`config.mk`:
```
export PLATFORM = sky130hd
export DESIGN_NAME = tick_strobe_gen
export DESIGN_NICKNAME = d
export VERILOG_FILES = /design/src/rtl/tick_strobe_gen.sv
export SDC_FILE = /design/constraint.sdc
export NUM_CORES = 1
export LEC_CHECK = 0
export CORE_MARGIN = 3
export CORE_UTILIZATION = 55
export DETAILED_ROUTE_END_ITERATION = 7
export DONT_BUFFER_PORTS = 1
export PLACE_DENSITY = 0.7
export REMOVE_ABC_BUFFERS = 1
export SETUP_SLACK_MARGIN = 0.1
export SLEW_MARGIN = 20
export SYNTH_ARGS = -nofsm -noshare
export SYNTH_HDL_FRONTEND = slang
export SYNTH_SLANG_ARGS = --single-unit
```
`constraint.sdc`:
```
create_clock -name clock -period 6.29 [get_ports clock]
set_input_delay 0.9435 -clock clock [delete_from_list [all_inputs] [get_ports clock]]
set_output_delay 0.9435 -clock clock [all_outputs]
set_load 0.03 [all_outputs]
```
`src/rtl/tick_strobe_gen.sv`:
```
// ============================================================================
// Module      : tick_strobe_gen
// Description : Rate-selectable prescaler producing a one-cycle strobe every
//               LIMIT clocks. Optional macro TICK_SYNC_RATE_SWITCH_EN defers
//               rate changes to the end of the current period.
// Revision    : 1.0 - initial release
// ============================================================================
`default_nettype none

module tick_strobe_gen #(
  parameter int NB_COUNTER = 32,
  parameter int LIMIT_R0   = 50000000,
  parameter int LIMIT_R1   = 25000000,
  parameter int LIMIT_R2   = 12500000,
  parameter int LIMIT_R3   = 6250000
) (
  input  logic       clock,
  input  logic       i_reset,
  input  logic       i_enable,
  input  logic [1:0] i_sel,
  output logic       o_valid,
  output logic [1:0] o_rate_idx,
  output logic       o_running
);

  // Terminal counts (LIMIT-1) held at full counter width.
  localparam logic [NB_COUNTER-1:0] C_LAST_R0 = NB_COUNTER'(LIMIT_R0 - 1);
  localparam logic [NB_COUNTER-1:0] C_LAST_R1 = NB_COUNTER'(LIMIT_R1 - 1);
  localparam logic [NB_COUNTER-1:0] C_LAST_R2 = NB_COUNTER'(LIMIT_R2 - 1);
  localparam logic [NB_COUNTER-1:0] C_LAST_R3 = NB_COUNTER'(LIMIT_R3 - 1);
  localparam logic [NB_COUNTER-1:0] C_ONE     = NB_COUNTER'(1);
  localparam logic [NB_COUNTER-1:0] C_ZERO    = '0;

  typedef enum logic [0:0] {
    ST_IDLE  = 1'b0,
    ST_COUNT = 1'b1
  } state_t;

  state_t                  state_q,   state_d;
  logic [NB_COUNTER-1:0]   cnt_q,     cnt_d;
  logic [1:0]              rate_q,    rate_d;
  logic                    valid_q,   valid_d;
  logic                    running_q, running_d;
  logic [NB_COUNTER-1:0]   w_last;
  logic                    w_wrap;

  always_comb begin
    w_last = C_LAST_R0;
    case (rate_q)
      2'd0:    w_last = C_LAST_R0;
      2'd1:    w_last = C_LAST_R1;
      2'd2:    w_last = C_LAST_R2;
      default: w_last = C_LAST_R3;
    endcase
  end

  assign w_wrap = (cnt_q == w_last);

  always_comb begin
    state_d = state_q;
    cnt_d   = cnt_q;
    rate_d  = rate_q;
    valid_d = 1'b0;
    case (state_q)
      ST_IDLE: begin
        cnt_d = C_ZERO;
        if (i_enable) begin
          state_d = ST_COUNT;
          rate_d  = i_sel;
        end
      end
      ST_COUNT: begin
        if (!i_enable) begin
          // Dropping enable wins over a pending wrap: strobe is suppressed.
          state_d = ST_IDLE;
          cnt_d   = C_ZERO;
        end else begin
`ifdef TICK_SYNC_RATE_SWITCH_EN
          if (w_wrap) begin
            cnt_d   = C_ZERO;
            valid_d = 1'b1;
            rate_d  = i_sel;
          end else begin
            cnt_d = cnt_q + C_ONE;
          end
`else
          if (i_sel != rate_q) begin
            // Immediate switch: restart the period at the new rate, no strobe.
            rate_d = i_sel;
            cnt_d  = C_ZERO;
          end else if (w_wrap) begin
            cnt_d   = C_ZERO;
            valid_d = 1'b1;
          end else begin
            cnt_d = cnt_q + C_ONE;
          end
`endif
        end
      end
      default: begin
        state_d = ST_IDLE;
        cnt_d   = C_ZERO;
      end
    endcase
    running_d = (state_d == ST_COUNT);
  end

  always_ff @(posedge clock) begin
    if (i_reset) begin
      state_q   <= ST_IDLE;
      cnt_q     <= C_ZERO;
      rate_q    <= 2'd0;
      valid_q   <= 1'b0;
      running_q <= 1'b0;
    end else begin
      state_q   <= state_d;
      cnt_q     <= cnt_d;
      rate_q    <= rate_d;
      valid_q   <= valid_d;
      running_q <= running_d;
    end
  end

  assign o_valid    = valid_q;
  assign o_rate_idx = rate_q;
  assign o_running  = running_q;

endmodule

`default_nettype wire
```
==> results of run 1 <==
-- flip-flops by register name, indices dropped and copies added (netlist names) --
signal	flops
cnt_q	32
o_rate_idx	2
o_running	1
o_valid	1
-- critical path: stages (launching register included) --
cell and delay (ns):
dfxtp_1 0.81, xnor2_1 0.13, or4_1 0.44, a2111oi_2 0.34, nor4b_4 0.23, buf_4 0.31, nor3_1 0.09
-- metrics by stage --
step / instance area, sq um / util, % / std cells / worst slack (ns) / hold WS, ns
floorplan: 1750 / - / 196 / 3.67 / 0.457
global placement: 1820 / 58.7 / 242 / 3.88 / 0.471
detailed placement: 1820 / 58.7 / 242 / 3.80 / 0.487
CTS: 1920 / 61.8 / 250 / 3.79 / 0.503
global route: 1920 / 61.8 / 250 / 3.60 / 0.517
finish: 1920 / 61.8 / 250 / 3.81 / 0.501
-- logic make-up after synthesis --
| kind of cell | Yosys count |
|---|---|
| xor+xnor | 33 |
| mux | 3 |
| compound gates | 11 |
| simple gates | 111 |
| fa+ha+maj | 1 |
| flops | 36 |
| buf+inv | 11 |
-- where the power goes --
part / switching (mW) / total [mW] / internal [mW]
Clock: 0.0770 / 0.182 / 0.105
Sequential: 0.00562 / 0.235 / 0.229
Combinational: 0.00314 / 0.00703 / 0.00388
-- per-layer routing --
| layer | vias to the layer above | wire length, microns | track usage, % |
|---|---|---|---|
| li1 | 738 | - | - |
| met2 | 20 | 1850 | 34.5 |
| met3 | 8 | 141 | 4.81 |
| met1 | 717 | 1710 | 25.6 |
| met5 | - | 0 | 0 |
| met4 | 0 | 78 | 11.1 |
-- cell usage after synthesis (2+ instances only) --
| cell | count |
|---|---|
| and3_1 | 6 |
| clkbuf_1 | 7 |
| or4_1 | 2 |
| xnor2_1 | 13 |
| nand2_1 | 10 |
| and4_1 | 3 |
| nor2_1 | 18 |
| nor4_1 | 4 |
| xor2_1 | 20 |
| nand3_1 | 16 |
| mux2i_1 | 3 |
| nor3_1 | 28 |
| a21oi_1 | 3 |
| o21ai_0 | 2 |
| nor2b_1 | 2 |
| dfxtp_1 | 36 |
| nor3b_1 | 2 |
| nand4_1 | 11 |
| buf_6 | 2 |
-- path summary, 6_finish.rpt --
check                              from             endpoint  slack (ns)  cells past startpoint
min reg2reg         cnt_q[0]$_SDFF_PP0_  cnt_q[0]$_SDFF_PP0_        0.50                      1
max reg2reg  o_rate_idx[1]$_SDFFE_PP0P_  cnt_q[5]$_SDFF_PP0_        3.81                      6
max          o_rate_idx[1]$_SDFFE_PP0P_  cnt_q[5]$_SDFF_PP0_        3.81                      6
min                 cnt_q[0]$_SDFF_PP0_  cnt_q[0]$_SDFF_PP0_        0.50                      1
-- area by class of cell --
class | count | area [sq um]
inverter | 1 | 3.75
clock buffer | 7 | 65.1
clock inverter | 1 | 30.0
timing repair buffer | 2 | 15.0
tap | 44 | 55.1
multi-input combinational | 159 | 1030
sequential | 36 | 721
fill | 307 | 1190
==> flow_summary_export.csv, run 1 <==
group,metric,value,unit
synthesis,synthXorXnorAreaFrac,16.0,%
synthesis,ys_seq_elements,36,
synthesis,syn_area,1800,sq um
layout,area_delta_synth_final,6.24,%
placement,globalplace.congestion,0.825,
detailed_routing,dr.first_iter.drc_count,99,
synthesis,synth_area_leaders,"dfxtp_1 40%, xor2_1 9.7%, nor3_1 7.8%, xnor2_1 6.3%, nand3_1 4.4%",
worst_setup_path,path_class,"reg2reg",
layout,drive_above_1_share,6.80,%
power_and_ir_drop,max-vdd-ir-drop,0.123,mV
cts,cts_setup_buffers,0,
worst_setup_path,cp_max_fo,25,
placement,io_buffer_count,0,
cts,h-tree-depth,2,
worst_setup_path,arrival,2.71,ns
synthesis,async_flop_share,0,%
global_routing,grt_pass1_wl,6600,microns
global_routing,grt_usage,21.0,%
cts,cts_hold_buf,0,
synthesis,synthAdderAreaFrac,0.693,%
layout,n_antenna_cell,0,
sta,relSlewSlack,33.7,%
synthesis,synth_compound_area_share,4.37,%
layout,final_nets,211,
power_and_ir_drop,power.total,0.424,mW
synthesis,synth_area_per_cell,8.76,sq um
worst_setup_path,crit_path_end_kind,"register",
floorplan,die_h,63.3,microns
synthesis,yosysSeqAreaShare,39.9,%
synthesis,synth.distinct_cells,37,
global_routing,antenna_found_initial,0,
run,max_cap_violations,0,
detailed_routing,num_vias,1483,
min_path,min_path_type,"reg2reg",
cts,cts_buffer_depth,2,
synthesis,synth_top_area_share,39.9,%
detailed_routing,drc_errors,0,
cts,worstSkewPairLatency,0.35,ns
global_routing,grt.overflow.total,0,
worst_setup_path,critPathRequiredTime,6.52,ns
floorplan,dieArea,4000,sq um
cts,cts.sink_count,36,
synthesis,synth_edf_count,0,
worst_setup_path,cp-start-kind,"register",
synthesis,yosys.area.top_type,"dfxtp_1",
sta,tightest_slew,0.986,ns
outcome,status,"finished, final reports clean",
global_routing,grt_max_degree,34,
sta,fin_skew,0.0101,ns
sta,final-max-slew-violation-count,0,
floorplan,boundaryPins,9,
power_and_ir_drop,p_per_area,221,nW/um^2
floorplan,start_util,58.1,%
detailed_routing,vias_per_cell,5.93,
sta,hold_viol_final,0,
synthesis,synthFlopType,"dfxtp_1",
sta,min_period,2.48,ns
cts,cts-root-buf,"clkbuf_4",
synthesis,muxShareOfSynthArea,1.66,%
floorplan,fp.coreArea,3100,sq um
detailed_routing,wl_per_cell,15.1,microns
detailed_routing,detail-route-antenna-nets,0,
synthesis,synth_top_family_by_area,"simple AND/OR/NAND/NOR gates",
detailed_routing,first_pass_iters,4,
detailed_routing,totalWireLength,3780,microns
layout,mostFrequentLayoutCell,"dfxtp_1",
global_routing,grt_pass1_vias,1459,
cts,post_cts_resized,0,
synthesis,yosys.area_share.simple,34.2,%
floorplan,die_w,63.3,microns
sta,finalSetupTns,0,ns
floorplan,num_rows,20,
cts,cts_tree,"yes",
layout,layout_common_cells,"36 x dfxtp_1, 28 x nor3_1, 20 x xor2_1, 18 x nor2_1, 16 x nand3_1",
cts,clk_pin_slew,0.11,ns
sta,setup_violations,0,
power_and_ir_drop,p_leak,0.579,nW
sta,period_share,39.4,%
cts,numCtsBuffers,5,
placement,dp_hpwl,2570,microns
synthesis,yosys_warnings,0,
sta,rsz0062_at_grt,"no",
sta,fmax,403,MHz
synthesis,synth_cells,206,
(Power assumes the default switching activity.)
==> run 2, diff against run 1 <==
--- a/config.mk
+++ b/config.mk
@@ -5,11 +5,12 @@
 export SDC_FILE = /design/constraint.sdc
 export NUM_CORES = 1
 export LEC_CHECK = 0
+export ABC_AREA = 1
 export CORE_MARGIN = 3
 export CORE_UTILIZATION = 55
 export DETAILED_ROUTE_END_ITERATION = 7
 export DONT_BUFFER_PORTS = 1
-export PLACE_DENSITY = 0.7
+export PLACE_DENSITY = 0.73
 export REMOVE_ABC_BUFFERS = 1
 export SETUP_SLACK_MARGIN = 0.1
 export SLEW_MARGIN = 20
==> constraint.sdc (replaced) <==
create_clock -name clock -period 2.15 [get_ports clock]
set_input_delay 0.3225 -clock clock [delete_from_list [all_inputs] [get_ports clock]]
set_output_delay 0.3225 -clock clock [all_outputs]
set_load 0.03 [all_outputs]
==> flow_summary_export.csv, run 2 <==
group,metric,value,unit
power_and_ir_drop,switchingPower,0.303,mW
detailed_routing,detail-route-antenna-nets,0,
floorplan,dieArea,5030,sq um
worst_setup_path,critPathRequiredTime,2.32,ns
power_and_ir_drop,clkPwrFrac,46.7,%
sta,hold_viol_final,0,
sta,layout_setup_ws,0.354,ns
synthesis,async_flop_share,0,%
cts,numCtsBuffers,5,
cts,cts_hold_buf,0,
synthesis,yosysSeqAreaShare,31.1,%
cts,h-tree-depth,2,
power_and_ir_drop,switching_share,21.6,%
layout,final_cell_area,2450,sq um
min_path,hold_depth,1,
layout,drive_above_1_share,13.7,%
layout,regMostFlops,"cnt_q",
detailed_routing,wl_per_cell,11.6,microns
power_and_ir_drop,power.total,1.41,mW
floorplan,die_w,70.9,microns
sta,setup_violations,0,
layout,mostFrequentLayoutCell,"nand2_1",
synthesis,yosys-top-cells-count,"122 x nand2_1, 67 x nor2_1, 42 x inv_1, 36 x dfxtp_1, 25 x nor2_2",
cts,cts_tree,"yes",
global_routing,grt_pass1_vias,1846,
sta,finalSetupTns,0,ns
synthesis,syn_area,2320,sq um
synthesis,synth_area_leaders,"dfxtp_1 31%, nand2_1 20%, nor2_1 11%, xor2_1 7.2%, inv_1 6.8%",
power_and_ir_drop,internal_power,1.10,mW
cts,cts_buffer_depth,2,
sta,relSlewSlack,65.3,%
worst_setup_path,cp_max_fo,32,
detailed_routing,dr.first_iter.drc_count,157,
global_routing,grt_pass1_wl,8460,microns
synthesis,synth.most_common_cell,"nand2_1",
sta,fin_skew,0.00304,ns
sta,period_share,83.5,%
placement,preCtsSetupSlack,0.264,ns
floorplan,start_util,60.1,%
detailed_routing,vias_per_cell,4.83,
cts,clk_pin_slew,0.07,ns
layout,layout_common_cells,"122 x nand2_1, 67 x nor2_1, 42 x inv_1, 36 x dfxtp_1, 25 x nor2_2",
outcome,status,"finished, final reports clean",
power_and_ir_drop,pwr-share-seq,48.4,%
cts,worstSkewPairLatency,0.29,ns
worst_setup_path,reg2reg_depth,9,
worst_setup_path,arrival,1.96,ns
global_routing,grt_usage,21.1,%
floorplan,num_rows,22,
sta,tightest_slew,0.519,ns
cts,cts-root-buf,"clkbuf_8",
placement,dpl_cell_area,2310,sq um
run,max_cap_violations,0,
power_and_ir_drop,max-vdd-ir-drop,0.374,mV
synthesis,yosys.area.top_type,"dfxtp_1",
worst_setup_path,path_class,"reg2reg",
floorplan,die_h,70.9,microns
power_and_ir_drop,p_comb_share,4.9,%
synthesis,synth_area_per_cell,6.31,sq um
min_path,min_path_type,"in2reg",
synthesis,synth_edf_count,0,
power_and_ir_drop,p_leak,0.845,nW
floorplan,boundaryPins,9,
synthesis,synth_top_area_share,31.1,%
placement,dp_hpwl,3740,microns
layout,n_antenna_cell,0,
synthesis,synthFlopType,"dfxtp_1",
sta,min_period,1.80,ns
global_routing,antenna_found_initial,0,
floorplan,fp.coreArea,3850,sq um
power_and_ir_drop,p_per_area,574,nW/um^2
synthesis,yosys_warnings,0,
sta,rsz0062_at_grt,"no",
placement,dp.cells,411,
global_routing,grt_max_degree,33,
synthesis,synth.distinct_cells,23,
detailed_routing,drc_errors,0,
detailed_routing,first_pass_iters,4,
sta,holdWs,0.106,ns
detailed_routing,num_vias,2024,
cts,cts.sink_count,36,
layout,area_delta_synth_final,5.67,%
detailed_routing,totalWireLength,4870,microns
layout,instances_no_fill,419,
worst_setup_path,cp-start-kind,"register",
layout,final_nets,376,
sta,final-max-slew-violation-count,0,
global_routing,grt.overflow.total,0,
synthesis,ys_seq_elements,36,
placement,io_buffer_count,0,
synthesis,synth_cells,367,
sta,fmax,557,MHz
layout,largest_reg_flops,32,
layout,final_util,63.5,%
worst_setup_path,crit_path_end_kind,"register",
placement,globalplace.congestion,0.936,
[run 2: cell types whose count changed after synthesis, sizes merged, moves of 4 or more]
| cell | previous run | this run |
|---|---|---|
| nand2 | 10 | 128 |
| nor2 | 18 | 96 |
| inv | 1 | 47 |
| nor3 | 29 | 0 |
| nand4 | 11 | 0 |
| xnor2 | 13 | 4 |
| clkbuf | 7 | 0 |
| and3 | 6 | 0 |
| nor4 | 4 | 0 |
[run 2: final timing paths]
| path | start | endpoint | slack (ns) |
|---|---|---|---|
| setup reg to reg | o_rate_idx[0]$_SDFFE_PP0P_ | cnt_q[9]$_SDFF_PP0_ | 0.35 |
| setup / recovery | o_rate_idx[0]$_SDFFE_PP0P_ | cnt_q[9]$_SDFF_PP0_ | 0.35 |
| hold reg to reg | cnt_q[0]$_SDFF_PP0_ | cnt_q[0]$_SDFF_PP0_ | 0.47 |
| hold / removal | i_reset | o_running$_SDFF_PP0_ | 0.11 |
[run 2: routing by layer]
layer  vias to the layer above  routed length, microns  track usage (%)  share of wire [%]
met4                         0                      55             7.52                1.1
met1                       859                    2290             29.5                 47
met3                         7                     371             4.26                7.6
met5                         -                       0                0                  0
met2                        64                    2160             32.3                 44
li1                       1094                       -                -                  -
[run 2: layout make-up]
cell class	instances	area, sq um
Fill cell	372	1410
Tap cell	48	60.1
Timing Repair Buffer	2	15.0
Inverter	47	181
Clock buffer	7	96.3
Sequential cell	36	721
Multi-Input combinational cell	278	1340
Clock inverter	1	30.0
[run 2: power groups by stage]
stage / combinational (mW) / sequential, mW / clock [mW]
3_3_place_gp: 0.0687 / 0.695 / 0
6_report: 0.0691 / 0.680 / 0.657
4_1_cts: 0.0692 / 0.680 / 0.669
5_1_grt: 0.0788 / 0.680 / 0.692
2_1_floorplan: 0.0432 / 0.706 / 0
3_5_place_dp: 0.0688 / 0.696 / 0
[run 2: cells by family after synthesis]
kind of cell / Yosys count / share of synthesized area, %
AOI/OAI and AO/OA: 9 / 1.94
xor gates and xnor gates: 23 / 8.70
adders and majority gates: 1 / 0.540
buffers and inverters: 53 / 11.2
DFF: 36 / 31.1
and+or+nand+nor: 245 / 46.5
[run 2: what timing repair did]
action                                  CTS  global route
endpoints found under the setup margin    0            13
buffers inserted                          0             0
resized for setup                         0             1
[run 2: critical path, stage by stage (launching register included)]
cell     delay [ns]
dfxtp_1        0.65
nand2_4        0.11
inv_2          0.07
nand2_1        0.04
a21oi_1        0.14
nand2_1        0.07
nor2_1         0.13
nand2_2        0.12
nand2_8        0.23
nor2_1         0.10
==> run 3, diff against run 2 <==
--- a/config.mk
+++ b/config.mk
@@ -10,7 +10,7 @@
 export CORE_UTILIZATION = 55
 export DETAILED_ROUTE_END_ITERATION = 7
 export DONT_BUFFER_PORTS = 1
-export PLACE_DENSITY = 0.73
+export PLACE_DENSITY = 0.7
 export REMOVE_ABC_BUFFERS = 1
 export SETUP_SLACK_MARGIN = 0.1
 export SLEW_MARGIN = 20
==> constraint.sdc (replaced) <==
create_clock -name clock -period 1.8 [get_ports clock]
set_input_delay 0.27 -clock clock [delete_from_list [all_inputs] [get_ports clock]]
set_output_delay 0.27 -clock clock [all_outputs]
set_load 0.03 [all_outputs]
==> flow_summary_export.csv, run 3 (same netlist as run 2, synthesis figures left out) <==
group,metric,value,unit
cts,clk_pin_slew,0.08,ns
layout,final_nets,384,
detailed_routing,num_vias,2110,
detailed_routing,first_pass_iters,4,
sta,final-max-slew-violation-count,0,
power_and_ir_drop,power.total,1.61,mW
power_and_ir_drop,switchingPower,0.360,mW
layout,fill_cells,369,
power_and_ir_drop,max-vdd-ir-drop,0.508,mV
min_path,hold_end,"o_running$_SDFF_PP0_",
placement,io_buffer_count,0,
cts,numCtsBuffers,5,
sta,setup_violations,0,
global_routing,met3_usage,4.97,%
placement,globalplace.congestion,0.927,
detailed_routing,totalWireLength,5350,microns
layout,n_antenna_cell,0,
floorplan,num_rows,22,
layout,regMostFlops,"cnt_q",
floorplan,dieArea,5030,sq um
sta,fmax,626,MHz
sta,tightest_slew,0.337,ns
cts,cts.sink_count,36,
layout,area_delta_synth_final,11.2,%
layout,mostFrequentLayoutCell,"nand2_1",
worst_setup_path,cp-start-kind,"register",
power_and_ir_drop,internal_power,1.25,mW
cts,cts_tree,"yes",
floorplan,start_util,60.1,%
cts,h-tree-depth,2,
global_routing,grt_use_met1,30.3,%
detailed_routing,wl_per_cell,12.5,microns
global_routing,gr-usage-met2,31.6,%
worst_setup_path,crit_path_end_kind,"register",
worst_setup_path,arrival,1.78,ns
placement,dpl_cell_area,2350,sq um
global_routing,grt_pass1_vias,1852,
global_routing,grt_max_degree,33,
floorplan,die_h,70.9,microns
global_routing,grt-busiest-layer,"met2",
floorplan,die_w,70.9,microns
sta,relSlewSlack,77.4,%
power_and_ir_drop,switching_share,22.3,%
layout,final_cell_area,2580,sq um
power_and_ir_drop,p_leak,0.903,nW
worst_setup_path,path_class,"reg2reg",
placement,dp_hpwl,3730,microns
floorplan,fp.coreArea,3850,sq um
worst_setup_path,timing.rr.start,"o_rate_idx[0]$_SDFFE_PP0P_",
min_path,min_path_type,"in2reg",
worst_setup_path,cp_max_fo,8,
sta,rsz0062_at_grt,"no",
power_and_ir_drop,pwr-share-seq,49.9,%
min_path,hold_depth,1,
detailed_routing,vias_per_cell,4.94,
floorplan,boundaryPins,9,
sta,min_period,1.60,ns
sta,finalSetupTns,0,ns
worst_setup_path,r2r_slack,0.20,ns
worst_setup_path,reg2reg_depth,9,
min_path,hp-start,"i_reset",
global_routing,antenna_found_initial,0,
worst_setup_path,critPathRequiredTime,1.98,ns
power_and_ir_drop,p_comb_share,6.6,%
layout,regArea,728,sq um
placement,preCtsSetupSlack,0.148,ns
layout,layout_common_cells,"121 x nand2_1, 64 x nor2_1, 42 x inv_1, 32 x dfxtp_1, 28 x nor2_2",
detailed_routing,drc_errors,0,
global_routing,grt.overflow.total,0,
detailed_routing,dr.first_iter.drc_count,174,
layout,final_util,66.9,%
power_and_ir_drop,p_per_area,626,nW/um^2
sta,hold_viol_final,0,
worst_setup_path,r2r-end,"cnt_q[22]$_SDFF_PP0_",
sta,fin_skew,0.00700,ns
outcome,status,"finished, final reports clean",
sta,layout_setup_ws,0.202,ns
global_routing,grt_usage,21.3,%
cts,cts_buffer_depth,2,
power_and_ir_drop,clkPwrFrac,43.5,%
global_routing,grt_pass1_wl,8540,microns
detailed_routing,detail-route-antenna-nets,0,
layout,drive_above_1_share,17.9,%
sta,period_share,88.8,%
layout,largest_reg_flops,32,
cts,worstSkewPairLatency,0.29,ns
run,max_cap_violations,0,
layout,multiInputGateArea,1360,sq um
cts,cts-root-buf,"clkbuf_8",
## run 3: how the worst max path moves through the flow
stage,from,end
2_1_floorplan,o_rate_idx[1]$_SDFFE_PP0P_,cnt_q[10]$_SDFF_PP0_
3_3_place_gp,cnt_q[0]$_SDFF_PP0_,cnt_q[23]$_SDFF_PP0_
3_5_place_dp,cnt_q[0]$_SDFF_PP0_,cnt_q[12]$_SDFF_PP0_
4_1_cts,cnt_q[0]$_SDFF_PP0_,cnt_q[15]$_SDFF_PP0_
5_1_grt,cnt_q[19]$_SDFF_PP0_,cnt_q[20]$_SDFF_PP0_
6_report,o_rate_idx[0]$_SDFFE_PP0P_,cnt_q[22]$_SDFF_PP0_
## run 3: timing repair
action                                 4_1_cts  5_1_grt
buffers inserted                             0        1
endpoints found under the hold margin        0        0
setup endpoints to repair                    0       32
hold buffers                                 0        0
gates resized for setup                      0       16
## run 3: through the flow
stage	instances	hold slack, ns
detailed placement	415	0.358
global placement	415	0.358
finish	427	0.0516
CTS	423	0.0465
global route	427	0.0530
floorplan	361	0.352
## run 3: critical path, stage by stage, from the launching register on
cell	delay [ns]
dfxtp_2	0.34
buf_6	0.15
nor2_4	0.14
xor2_1	0.19
nand3_1	0.09
nor2_1	0.14
nand2_2	0.09
nand2_4	0.13
clkbuf_16	0.19
nor2_2	0.03
## run 3: layout make-up
cell class / count / share of cell area, %
well taps: 48 / 2.33
clock buffers: 6 / 2.82
flip-flops and latches: 36 / 28.3
repair buffers: 10 / 5.34
inverters: 47 / 7.04
clock inverters: 2 / 1.36
multi-input cells: 278 / 52.8
## run 3: power groups by stage
stage	clock, mW	sequential (mW)	combinational, mW
global route	0.737	0.804	0.119
finish	0.701	0.804	0.107
global placement	0	0.822	0.0977
CTS	0.715	0.804	0.0984
floorplan	0	0.843	0.0516
detailed placement	0	0.822	0.0979
## run 3: layer usage
layer  vias to the layer above  part of all wire (%)
met5                         -                     0
met4                         0                   1.6
met3                         9                   7.8
met2                        64                    45
met1                       917                    45
li1                       1120                     -
